[config.mk]
export PLATFORM = sky130hd
export DESIGN_NAME = pci_initiator
export DESIGN_NICKNAME = d
export VERILOG_FILES = /design/src/rtl/pci_pkg.sv /design/src/rtl/pci_wdata_fifo.sv /design/src/rtl/pci_initiator.sv
export SDC_FILE = /design/constraint.sdc
export NUM_CORES = 1
export LEC_CHECK = 0
export CORE_MARGIN = 1
export CORE_UTILIZATION = 45
export DETAILED_ROUTE_END_ITERATION = 8
export HOLD_SLACK_MARGIN = 0.15
export PLACE_DENSITY = 0.74
export REMOVE_ABC_BUFFERS = 1
export SLEW_MARGIN = 10
export SYNTH_ARGS = -nofsm -noshare
export SYNTH_HDL_FRONTEND = slang
export SYNTH_SLANG_ARGS = --single-unit
[constraint.sdc]
create_clock -name clk -period 4.6 [get_ports clk]
set_clock_uncertainty 0.1 [all_clocks]
set_input_delay 0.46 -clock clk [delete_from_list [all_inputs] [get_ports clk]]
set_output_delay 0.46 -clock clk [all_outputs]
set_load 0.02 [all_outputs]
[src/rtl/pci_pkg.sv]
// Shared PCI initiator definitions: bus commands, idle byte-enable value, FSM states.
// Latency: n/a (constants and types only).
// Backpressure: n/a.
package pci_pkg;

    localparam logic [3:0] PCI_READ  = 4'b0010;
    localparam logic [3:0] PCI_WRITE = 4'b0011;
    localparam logic [3:0] CBE_IDLE  = 4'hF;

    typedef enum logic [1:0] {
        IDLE  = 2'd0,
        ADDR  = 2'd1,
        DATA  = 2'd2,
        ABORT = 2'd3
    } state_t;

    // Bus command for a request direction.
    function automatic logic [3:0] pci_cmd(input logic is_write);
        return is_write ? PCI_WRITE : PCI_READ;
    endfunction

endpackage

[src/rtl/pci_wdata_fifo.sv]
// Write-data staging FIFO, 32 bits wide, with multi-word pop for discarding an aborted burst.
// Latency: a pushed word is visible at the head on the cycle after the push edge.
// Backpressure: full_o blocks pushes (a push while full is dropped); pops beyond count are clamped.
module pci_wdata_fifo #(
    parameter  int DEPTH = 4,
    localparam int AW    = $clog2(DEPTH),
    localparam int CW    = $clog2(DEPTH + 1)
) (
    input  logic          clk,
    input  logic          flush,
    input  logic          push_i,
    input  logic [31:0]   push_dat_i,
    input  logic [CW-1:0] pop_n_i,
    output logic [31:0]   head_o,
    output logic [31:0]   head_nxt_o,
    output logic [CW-1:0] count_o,
    output logic          full_o
);

    logic [31:0]   mem_q [DEPTH];
    logic [AW-1:0] wr_q, wr_d;
    logic [AW-1:0] rd_q, rd_d;
    logic [CW-1:0] cnt_q, cnt_d;
    logic [CW-1:0] pop_eff;
    logic          push_ok;

    // Pointer advance with wrap for depths that are not a power of two.
    function automatic logic [AW-1:0] ptr_add(input logic [AW-1:0] p, input logic [CW-1:0] n);
        int s;
        s = int'(p) + int'(n);
        if (s >= DEPTH) begin
            s = s - DEPTH;
        end
        return AW'(s);
    endfunction

    // Next pointers and occupancy; simultaneous push and pop leave the count unchanged.
    always_comb begin
        full_o  = (cnt_q == CW'(DEPTH));
        push_ok = push_i && !full_o;
        pop_eff = (pop_n_i > cnt_q) ? cnt_q : pop_n_i;
        wr_d    = push_ok ? ptr_add(wr_q, CW'(1)) : wr_q;
        rd_d    = ptr_add(rd_q, pop_eff);
        cnt_d   = cnt_q - pop_eff + CW'(push_ok);
    end

    assign head_o     = mem_q[rd_q];
    assign head_nxt_o = mem_q[ptr_add(rd_q, CW'(1))];
    assign count_o    = cnt_q;

    // Pointer/count registers; flush empties the FIFO on the next edge.
    always_ff @(posedge clk) begin
        if (flush) begin
            wr_q  <= '0;
            rd_q  <= '0;
            cnt_q <= '0;
        end else begin
            wr_q  <= wr_d;
            rd_q  <= rd_d;
            cnt_q <= cnt_d;
        end
    end

    // Storage array; contents need no reset because count gates their use.
    always_ff @(posedge clk) begin
        if (push_ok) begin
            mem_q[wr_q] <= push_dat_i;
        end
    end

endmodule

[src/rtl/pci_initiator.sv]
// PCI bus master: runs address and 1-4 beat data phases, inserts target wait states, master-aborts on DEVSEL timeout/loss.
// Latency: FRAME falls on the accept edge, IRDY one edge later; N zero-wait beats finish N+1 cycles after accept.
// Backpressure: req_ready waits for IDLE and, for writes, for the whole burst to be staged; wdata_ready drops when the FIFO is full.
module pci_initiator
    import pci_pkg::*;
#(
    parameter int DEVSEL_TIMEOUT = 5,
    parameter int FIFO_DEPTH     = 4
) (
    input  logic        clk,
    input  logic        rst,
    input  logic        req_valid,
    output logic        req_ready,
    input  logic        req_write,
    input  logic [31:0] req_addr,
    input  logic [1:0]  req_len_m1,
    input  logic [3:0]  req_be,
    input  logic        wdata_valid,
    input  logic [31:0] wdata,
    output logic        wdata_ready,
    output logic        rdata_valid,
    output logic [31:0] rdata,
    output logic        done,
    output logic        abort,
    output logic        frame,
    output logic        irdy,
    output logic [3:0]  cbe,
    output logic [31:0] ad_o,
    output logic        ad_oe,
    input  logic [31:0] ad_i,
    input  logic        devsel,
    input  logic        trdy
);

    localparam int CW = $clog2(FIFO_DEPTH + 1);
    localparam int WW = $clog2(DEVSEL_TIMEOUT + 1);
    localparam logic [WW-1:0] TIMEOUT_W = WW'(DEVSEL_TIMEOUT);

    state_t        state_q, state_d;
    logic          write_q, write_d;
    logic [1:0]    len_q, len_d;
    logic [3:0]    be_q, be_d;
    logic [1:0]    beat_q, beat_d;
    logic [WW-1:0] wait_q, wait_d, wait_inc;
    logic          seen_q, seen_d;
    logic          frame_q, frame_d;
    logic          irdy_q, irdy_d;
    logic [3:0]    cbe_q, cbe_d;
    logic [31:0]   ad_o_q, ad_o_d;
    logic          ad_oe_q, ad_oe_d;
    logic [31:0]   rdata_q, rdata_d;
    logic          rdata_valid_q, rdata_valid_d;
    logic          done_q, done_d;
    logic          abort_q, abort_d;

    logic [CW-1:0] pop_n;
    logic [CW-1:0] fifo_count;
    logic [31:0]   fifo_head, fifo_head_nxt;
    logic          fifo_full;
    logic [2:0]    need;
    logic [2:0]    rem;
    logic          go_abort;

    // rst doubles as the FIFO flush so a mid-burst reset drops all staged data.
    pci_wdata_fifo #(.DEPTH(FIFO_DEPTH)) u_fifo (
        .clk        (clk),
        .flush      (rst),
        .push_i     (wdata_valid),
        .push_dat_i (wdata),
        .pop_n_i    (pop_n),
        .head_o     (fifo_head),
        .head_nxt_o (fifo_head_nxt),
        .count_o    (fifo_count),
        .full_o     (fifo_full)
    );

    // A write is only accepted once every beat of the burst is already staged.
    always_comb begin
        need      = {1'b0, req_len_m1} + 3'd1;
        req_ready = (state_q == IDLE) && (!req_write || (fifo_count >= CW'(need)));
    end

    assign wdata_ready = !fifo_full;
    assign rdata_valid = rdata_valid_q;
    assign rdata       = rdata_q;
    assign done        = done_q;
    assign abort       = abort_q;
    assign frame       = frame_q;
    assign irdy        = irdy_q;
    assign cbe         = cbe_q;
    assign ad_o        = ad_o_q;
    assign ad_oe       = ad_oe_q;

    // Next-state and next bus-output values; bus outputs are computed one edge ahead so they leave flops.
    always_comb begin
        state_d       = state_q;
        write_d       = write_q;
        len_d         = len_q;
        be_d          = be_q;
        beat_d        = beat_q;
        wait_d        = wait_q;
        seen_d        = seen_q;
        frame_d       = frame_q;
        irdy_d        = irdy_q;
        cbe_d         = cbe_q;
        ad_o_d        = ad_o_q;
        ad_oe_d       = ad_oe_q;
        rdata_d       = rdata_q;
        rdata_valid_d = 1'b0;
        done_d        = 1'b0;
        abort_d       = 1'b0;
        pop_n         = '0;
        go_abort      = 1'b0;
        wait_inc      = wait_q + 1'b1;
        rem           = {1'b0, len_q} + 3'd1 - {1'b0, beat_q};

        case (state_q)
            IDLE: begin
                if (req_valid && req_ready) begin
                    state_d = ADDR;
                    write_d = req_write;
                    len_d   = req_len_m1;
                    be_d    = req_be;
                    beat_d  = '0;
                    wait_d  = '0;
                    seen_d  = 1'b0;
                    frame_d = 1'b0;
                    irdy_d  = 1'b1;
                    ad_oe_d = 1'b1;
                    ad_o_d  = req_addr;
                    cbe_d   = pci_cmd(req_write);
                end
            end
            ADDR: begin
                // Reads release AD here: the first read data cycle is the turnaround.
                state_d = DATA;
                irdy_d  = 1'b0;
                cbe_d   = be_q;
                frame_d = (len_q == 2'd0);
                ad_oe_d = write_q;
                ad_o_d  = write_q ? fifo_head : 32'h0;
            end
            DATA: begin
                if (!devsel) begin
                    seen_d = 1'b1;
                    if (!trdy) begin
                        if (write_q) begin
                            pop_n = CW'(1);
                        end else begin
                            rdata_d       = ad_i;
                            rdata_valid_d = 1'b1;
                        end
                        if (beat_q == len_q) begin
                            state_d = IDLE;
                            frame_d = 1'b1;
                            irdy_d  = 1'b1;
                            ad_oe_d = 1'b0;
                            ad_o_d  = 32'h0;
                            cbe_d   = CBE_IDLE;
                            done_d  = 1'b1;
                        end else begin
                            beat_d  = beat_q + 2'd1;
                            frame_d = ((beat_q + 2'd1) == len_q);
                            if (write_q) begin
                                ad_o_d = fifo_head_nxt;
                            end
                        end
                    end
                end else if (seen_q) begin
                    go_abort = 1'b1;
                end else begin
                    wait_d = wait_inc;
                    if (wait_inc == TIMEOUT_W) begin
                        go_abort = 1'b1;
                    end
                end
                if (go_abort) begin
                    // Words of an aborted write that never made it onto the bus are discarded.
                    state_d = ABORT;
                    frame_d = 1'b1;
                    irdy_d  = 1'b0;
                    ad_oe_d = 1'b0;
                    if (write_q) begin
                        pop_n = CW'(rem);
                    end
                end
            end
            ABORT: begin
                state_d = IDLE;
                frame_d = 1'b1;
                irdy_d  = 1'b1;
                ad_oe_d = 1'b0;
                ad_o_d  = 32'h0;
                cbe_d   = CBE_IDLE;
                abort_d = 1'b1;
            end
            default: begin
                state_d = IDLE;
            end
        endcase
    end

    // State and registered bus outputs; synchronous reset returns everything to idle values.
    always_ff @(posedge clk) begin
        if (rst) begin
            state_q       <= IDLE;
            write_q       <= 1'b0;
            len_q         <= '0;
            be_q          <= '0;
            beat_q        <= '0;
            wait_q        <= '0;
            seen_q        <= 1'b0;
            frame_q       <= 1'b1;
            irdy_q        <= 1'b1;
            cbe_q         <= CBE_IDLE;
            ad_o_q        <= 32'h0;
            ad_oe_q       <= 1'b0;
            rdata_q       <= 32'h0;
            rdata_valid_q <= 1'b0;
            done_q        <= 1'b0;
            abort_q       <= 1'b0;
        end else begin
            state_q       <= state_d;
            write_q       <= write_d;
            len_q         <= len_d;
            be_q          <= be_d;
            beat_q        <= beat_d;
            wait_q        <= wait_d;
            seen_q        <= seen_d;
            frame_q       <= frame_d;
            irdy_q        <= irdy_d;
            cbe_q         <= cbe_d;
            ad_o_q        <= ad_o_d;
            ad_oe_q       <= ad_oe_d;
            rdata_q       <= rdata_d;
            rdata_valid_q <= rdata_valid_d;
            done_q        <= done_d;
            abort_q       <= abort_d;
        end
    end

endmodule

==> run summary, run 1 <==
================================================================================
Layout fillers ....................................................         1842
Maximum frequency from static timing analysis .....................      239 MHz
Proportion of netlist area held by the largest area contributor ...        36.3%
Initial cell density of the core ..................................        46.4%
Total inserted antenna cells ......................................            0
Resized cells post-CTS ............................................            0
Nature of the critical path startpoint ............................     register
Routed via count ..................................................         7379
Required time worst endpoint ......................................      4890 ps
Signal arrival time at the worst endpoint .........................      4480 ps
Post-Synthesis Cell Area ..........................................    10600 µm²
Final WL ..........................................................     24700 µm
RSZ-0062 raised after global routing ..............................        false
Maximum VDD drop ..................................................     0.413 mV
Clock transition at the registers of the reported paths ...........        60 ps
Cell count after placement ........................................         1263
Power density over the cells ......................................   565 nW/µm²
Num CTS Buffers ...................................................           24
Sequential share of the synthesized area ..........................        54.4%
Number of synthesized flops with an enable pin ....................          128
Area of combinational cells with multiple inputs ..................     4350 µm²
Post-synthesis sequential element count ...........................          224
CTS tree ..........................................................          yes
Final setup TNS ...................................................         0 ps
Mean post-synth cell area .........................................     12.9 µm²
Post-DRT Antenna Nets .............................................            0
Clock Root Buffer .................................................    clkbuf_16
# Max-Cap Violations ..............................................            0
Most used standard cells in the synthesized netlist ............... edfxtp_1, nand2_1, dfxtp_1
Drt wl/cell .......................................................      18.9 µm
Clk buf depth .....................................................            3
Slew @ Worst Pin ..................................................      1050 ps
Kind of critical path .............................................   reg -> reg
Via count of the first global-routing pass ........................         7284
Final hold violation count ........................................            0
Total of endpoints with negative setup slack in the final report ..            0
Synth cell types ..................................................           54
Number of core rows ...............................................           55
Number of nets in the final layout ................................         1106
Global route total overflow .......................................            0
Status ............................................................ finished clean
Yosys synthesis warning count .....................................            0
Pre-Repair DR Iteration Count .....................................            7
Min-Delay Path Class ..............................................    in -> reg
Via-per-instance ratio ............................................         5.65
Peak fanout along the critical path ...............................            5
Ranking of synthesized cells by area .............................. edfxtp_1, dfxtp_1, mux4_2
Pre-CTS worst setup slack .........................................       432 ps
Overall global routing resource usage .............................        20.4%
Worst setup EP type ...............................................     register
Final worst path period share .....................................        91.0%
Core area .........................................................    22800 µm²
# Post-CTS Setup Buffers ..........................................            0
Quantity of hold-fixing buffers added after cts ...................            0
First-pass GRT wire length ........................................     38600 µm
Clock sink count ..................................................          224
Most used standard cell by instance count after synthesis .........     edfxtp_1
Cell accounting for the most synthesized area .....................     edfxtp_1
Total I/O pin count ...............................................          185
Core Util, Final ..................................................        58.7%
CTS H-Tree Depth ..................................................            1
Pleak .............................................................      4.61 nW
Clock network latency to the later pin of the worst-skew pair .....       510 ps
HPWL Detailed .....................................................     16000 µm
Slew Limit Fails ..................................................            0
Number of antenna violations at the first check in global routing .            2
Horizontal extent of the die ......................................       155 µm
Main flop type after synthesis ....................................     edfxtp_1
Number of DRC markers after the initial detailed-route iteration ..          417
PortBufs ..........................................................          184
Count of mapped cells out of synthesis ............................          819
Layout cell share with drive strength beyond 1 ....................        16.8%
Final cell count without fillers ..................................         1307
DRC violations left ...............................................            0
Least setup slack across all paths after layout ...................       416 ps
Maximum number of pins on one net before global-route repair ......           65
Die area ..........................................................    24200 µm²
Final weighted congestion in routability-driven placement .........        0.851
Worst hold-check slack ............................................       274 ps
Headroom to the max-slew limit ....................................        29.7%
Final Critical Period .............................................      4180 ps
Combined flip-flop and latch cell area ............................     5770 µm²
Async SR Flop Fraction ............................................           0%
Area growth from synthesis to layout ..............................        26.4%
Height of the die .................................................       155 µm
================================================================================
-- per-layer routing --
layer | part of all wire (%) | track usage (%) | vias up | routed length [µm]
li1 | - | - | 3445 | -
met1 | 41 | 25.2 | 3608 | 10200
met2 | 48 | 35.3 | 281 | 11900
met3 | 8.5 | 5.10 | 41 | 2100
met4 | 2.3 | 5.84 | 4 | 564
met5 | 0.11 | 0 | - | 27
-- cells in the final DEF, fill, tap and decap left out, drive strengths merged, types with 2 or more instances in the layout --
cell	n
dfxtp	96
bufinv	5
or4	2
and3	9
edfxtp	128
and2	3
nor2b	7
a211o	3
nor2	29
clkinv	6
xnor2	3
a211oi	2
mux2i	10
nand2	127
clkbuf	32
nor3	8
o41ai	32
a21o	4
nand2b	2
ha	20
xor2	2
a21oi	70
buf	15
o211ai	33
mux4	64
or2	2
a31oi	4
clkdlybuf4s50	183
o21ai	44
a22o	5
o21a	4
inv	21
nand3	7
-- area by class of cell --
cell class	instances	share of cell area, %
flip-flops and latches	224	43.1
multi-input cells	507	32.5
repair buffers	198	14.5
clock buffers	32	5.09
well taps	313	2.92
clock inverters	12	1.38
inverters	21	0.588
-- power breakdown --
group,internal (mW),total [mW],switching (mW)
Sequential,2.48,2.74,0.259
Clock,1.32,2.08,0.766
Combinational,1.19,2.75,1.56
Total,4.99,7.57,2.58
-- state kept, by name (all words and copies together) (netlist names) --
register	flops
len_q	2
ad_o	32
wait_q	3
seen_q	1
rdata	32
u_fifo.count_o	3
ad_oe	1
frame	1
u_fifo.wr_q	2
rdata_valid	1
write_q	1
be_q	4
done	1
irdy	1
state_q	2
abort	1
u_fifo.mem_q	128
cbe	4
u_fifo.rd_q	2
beat_q	2
-- worst max-delay path, cell delays in order (launching register included) --
cell and delay, ps:
dfxtp_1 380, inv_1 70, ha_1 430, inv_1 80, ha_1 200, xor2_1 140
and3_4 180, ha_1 270, o21ai_0 410, nor2_1 110, nand2_1 80, o21ai_0 120
ha_1 300, inv_1 40, ha_1 200, fa_1 380, xnor2_1 150, and2_1 150
mux2_1 280
-- kinds of logic after synthesis --
logic type	share of synthesized area [%]
AOI/OAI and AO/OA	14.7
xor gates and xnor gates	0.637
adders and majority gates	2.55
buffers and inverters	4.85
DFF	54.4
muxes	14.6
and+or+nand+nor	8.18
-- per-stage QoR --
| step | power, mW | area (µm²) |
|---|---|---|
| 6_report | 7.57 | 13400 |
| 5_1_grt | 7.96 | 13400 |
| 4_1_cts | 7.63 | 13400 |
| 3_5_place_dp | 5.53 | 12500 |
| 3_3_place_gp | 5.47 | 12500 |
| 2_1_floorplan | 4.47 | 10200 |
-- worst paths after layout --
| check | startpoint | endpoint | slack, ps | cells past startpoint |
|---|---|---|---|---|
| max reg2reg | len_q[1]$_SDFFE_PP0P_ | u_fifo.count_o[2]$_SDFF_PP0_ | 420 | 18 |
| min | rst | frame$_SDFFE_PP1P_ | 270 | 3 |
| max | len_q[1]$_SDFFE_PP0P_ | u_fifo.count_o[2]$_SDFF_PP0_ | 420 | 18 |
| min reg2reg | rdata[10]$_SDFFE_PP0P_ | rdata[10]$_SDFFE_PP0P_ | 350 | 2 |
Note: power is estimated with default switching activity, not from simulation.
==> run 2, diff against run 1 <==
==> constraint.sdc (replaced) <==
create_clock -name clk -period 4.45 [get_ports clk]
set_clock_uncertainty 0.1 [all_clocks]
set_input_delay 0.445 -clock clk [delete_from_list [all_inputs] [get_ports clk]]
set_output_delay 0.445 -clock clk [all_outputs]
set_load 0.02 [all_outputs]
==> run 2 against run 1 <==
Net effect: cell count unchanged; clock-buffer cell count increased by 3; largest cell class unchanged; final area decreased by 0.63%; power increased by 0.16%; routed wire length decreased by 2.3%; worst setup slack got worse by 170 ps; via count decreased by 2.0%; combinational power increased by 3%; sequential power increased by 3%; global-route usage decreased by 0.40 points; register-to-register slack got worse by 170 ps.
==> run summary, run 2 (synthesis results as in run 1) <==
================================================================================
Via-per-instance ratio ............................................         5.53
PortBufs ..........................................................          184
Height of the die .................................................       155 µm
Pre-Repair DR Iteration Count .....................................            5
Final worst path period share .....................................        94.5%
Number of nets in the final layout ................................         1106
Final WL ..........................................................     24200 µm
Routed via count ..................................................         7230
Headroom to the max-slew limit ....................................        34.4%
Clock Root Buffer .................................................    clkbuf_16
Start point of the critical path .................................. len_q[1]$_SDFFE_PP0P_
Number of DRC markers after the initial detailed-route iteration ..          395
Number of core rows ...............................................           55
Peak fanout along the critical path ...............................            5
Clock transition at the registers of the reported paths ...........        60 ps
Largest register by flop count .................................... u_fifo.mem_q
Ordered cell list for the critical path ........................... inv_1 > ha_1 > inv_1 > ha_1 > and3_1 > ha_1 > a211oi_1 > nor2_1 > nand2_1 > o21ai_0 > ha_1 > inv_1 > ha_1 > fa_1 > xnor2_1 > and2_1 > mux2_1
Stage delay of the slowest cell on the critical path ..............       470 ps
Post-DRT Antenna Nets .............................................            0
Total of endpoints with negative setup slack in the final report ..            0
Worst hold-check slack ............................................       277 ps
Final hold violation count ........................................            0
Final cell count without fillers ..................................         1307
First-pass GRT wire length ........................................     37800 µm
Pleak .............................................................      4.57 nW
Initial cell density of the core ..................................        46.4%
Total Power Consumption ...........................................      7.58 mW
Clk buf depth .....................................................            3
Number of antenna violations at the first check in global routing .            3
Maximum VDD drop ..................................................     0.308 mV
CTS tree ..........................................................          yes
# Post-CTS Setup Buffers ..........................................            0
Clock network latency to the later pin of the worst-skew pair .....       510 ps
Worst setup EP type ...............................................     register
Highest-count cells in the layout ignoring fill and taps .......... clkdlybuf4s50_1, edfxtp_1, nand2_1
Slew @ Worst Pin ..................................................       984 ps
Status ............................................................ finished clean
Core Util, Final ..................................................        58.3%
Signal arrival time at the worst endpoint .........................      4510 ps
Drt wl/cell .......................................................      18.5 µm
Total I/O pin count ...............................................          185
Slew Limit Fails ..................................................            0
Die area ..........................................................    24200 µm²
DRC violations left ...............................................            0
Kind of critical path .............................................   reg -> reg
Total inserted antenna cells ......................................            0
Max FFs per register ..............................................          128
Most common cell after layout, fill and taps aside ................ clkdlybuf4s50_1
RSZ-0062 raised after global routing ..............................        false
Maximum number of pins on one net before global-route repair ......           65
Startpoint of the tightest hold check path ........................          rst
Resized cells post-CTS ............................................            0
Area growth from synthesis to layout ..............................        25.6%
Power density over the cells ......................................   569 nW/µm²
Nature of the critical path startpoint ............................     register
Num CTS Buffers ...................................................           24
Via count of the first global-routing pass ........................         7297
Layout cell share with drive strength beyond 1 ....................        16.8%
Global route total overflow .......................................            0
Final setup TNS ...................................................         0 ps
Min-Delay Path Class ..............................................    in -> reg
Most repeated library cell on the critical path ...................         ha_1
Final Critical Period .............................................      4210 ps
Maximum frequency from static timing analysis .....................      238 MHz
Core area .........................................................    22800 µm²
Required time worst endpoint ......................................      4750 ps
Crit-path leading delay family ....................................  adder cells
Worst r2r src ..................................................... len_q[1]$_SDFFE_PP0P_
Clock sink count ..................................................          224
Horizontal extent of the die ......................................       155 µm
Slowest CP cell ...................................................     a211oi_1
HPWL Detailed .....................................................     15700 µm
Overall global routing resource usage .............................        20.0%
CTS H-Tree Depth ..................................................            1
Cell count after placement ........................................         1263
Final weighted congestion in routability-driven placement .........        0.871
Critical path buffers and inverters ...............................            3
Quantity of hold-fixing buffers added after cts ...................            0
# Max-Cap Violations ..............................................            0
================================================================================
run 2: changes by cell type in the layout (fill, tap and decap cells not counted), sizes merged:
cell      change
inv           +1
clkinvlp      +1
clkbuf        +3
bufinv        -4
clkinv        -1
run 2: stage by stage:
step	setup slack (ps)	area, µm²
finish	244	13300
global route	8.61	13300
CTS	271	13300
detailed placement	303	12500
global placement	359	12500
floorplan	339	10200
run 2: path summary, 6_finish.rpt:
check                            endpoint  slack (ps)  depth (start not counted)
min reg2reg         rdata[6]$_SDFFE_PP0P_         350                          2
min                    frame$_SDFFE_PP1P_         280                          3
max          u_fifo.count_o[2]$_SDFF_PP0_         240                         17
max reg2reg  u_fifo.count_o[2]$_SDFF_PP0_         240                         17
run 2: layout make-up:
cell class,instances,area (µm²)
fill,1848,9530
multi-input combinational,507,4350
clock buffer,35,703
sequential,224,5770
inverter,21,78.8
timing repair buffer,198,1940
tap,313,392
clock inverter,9,78.8
run 2: tightest hold or removal path: cells and delay by family:
family,cells,cell delay (ps)
buffers and inverters,2,280
and+or+nand+nor,1,120
run 2: where the power goes:
| part | internal (mW) | leakage, nW | switching, mW |
|---|---|---|---|
| Sequential | 2.56 | 1.96 | 0.263 |
| Clock | 1.16 | 0.382 | 0.785 |
| Combinational | 1.22 | 2.23 | 1.59 |
| Total | 4.94 | 4.57 | 2.64 |
run 2: layer usage:
metal	wire length, µm	vias up	global-route usage, %
li1	-	3431	-
met1	10200	3513	24.3
met2	11500	237	34.8
met3	1850	43	5.26
met4	545	6	6.02
met5	45	-	0
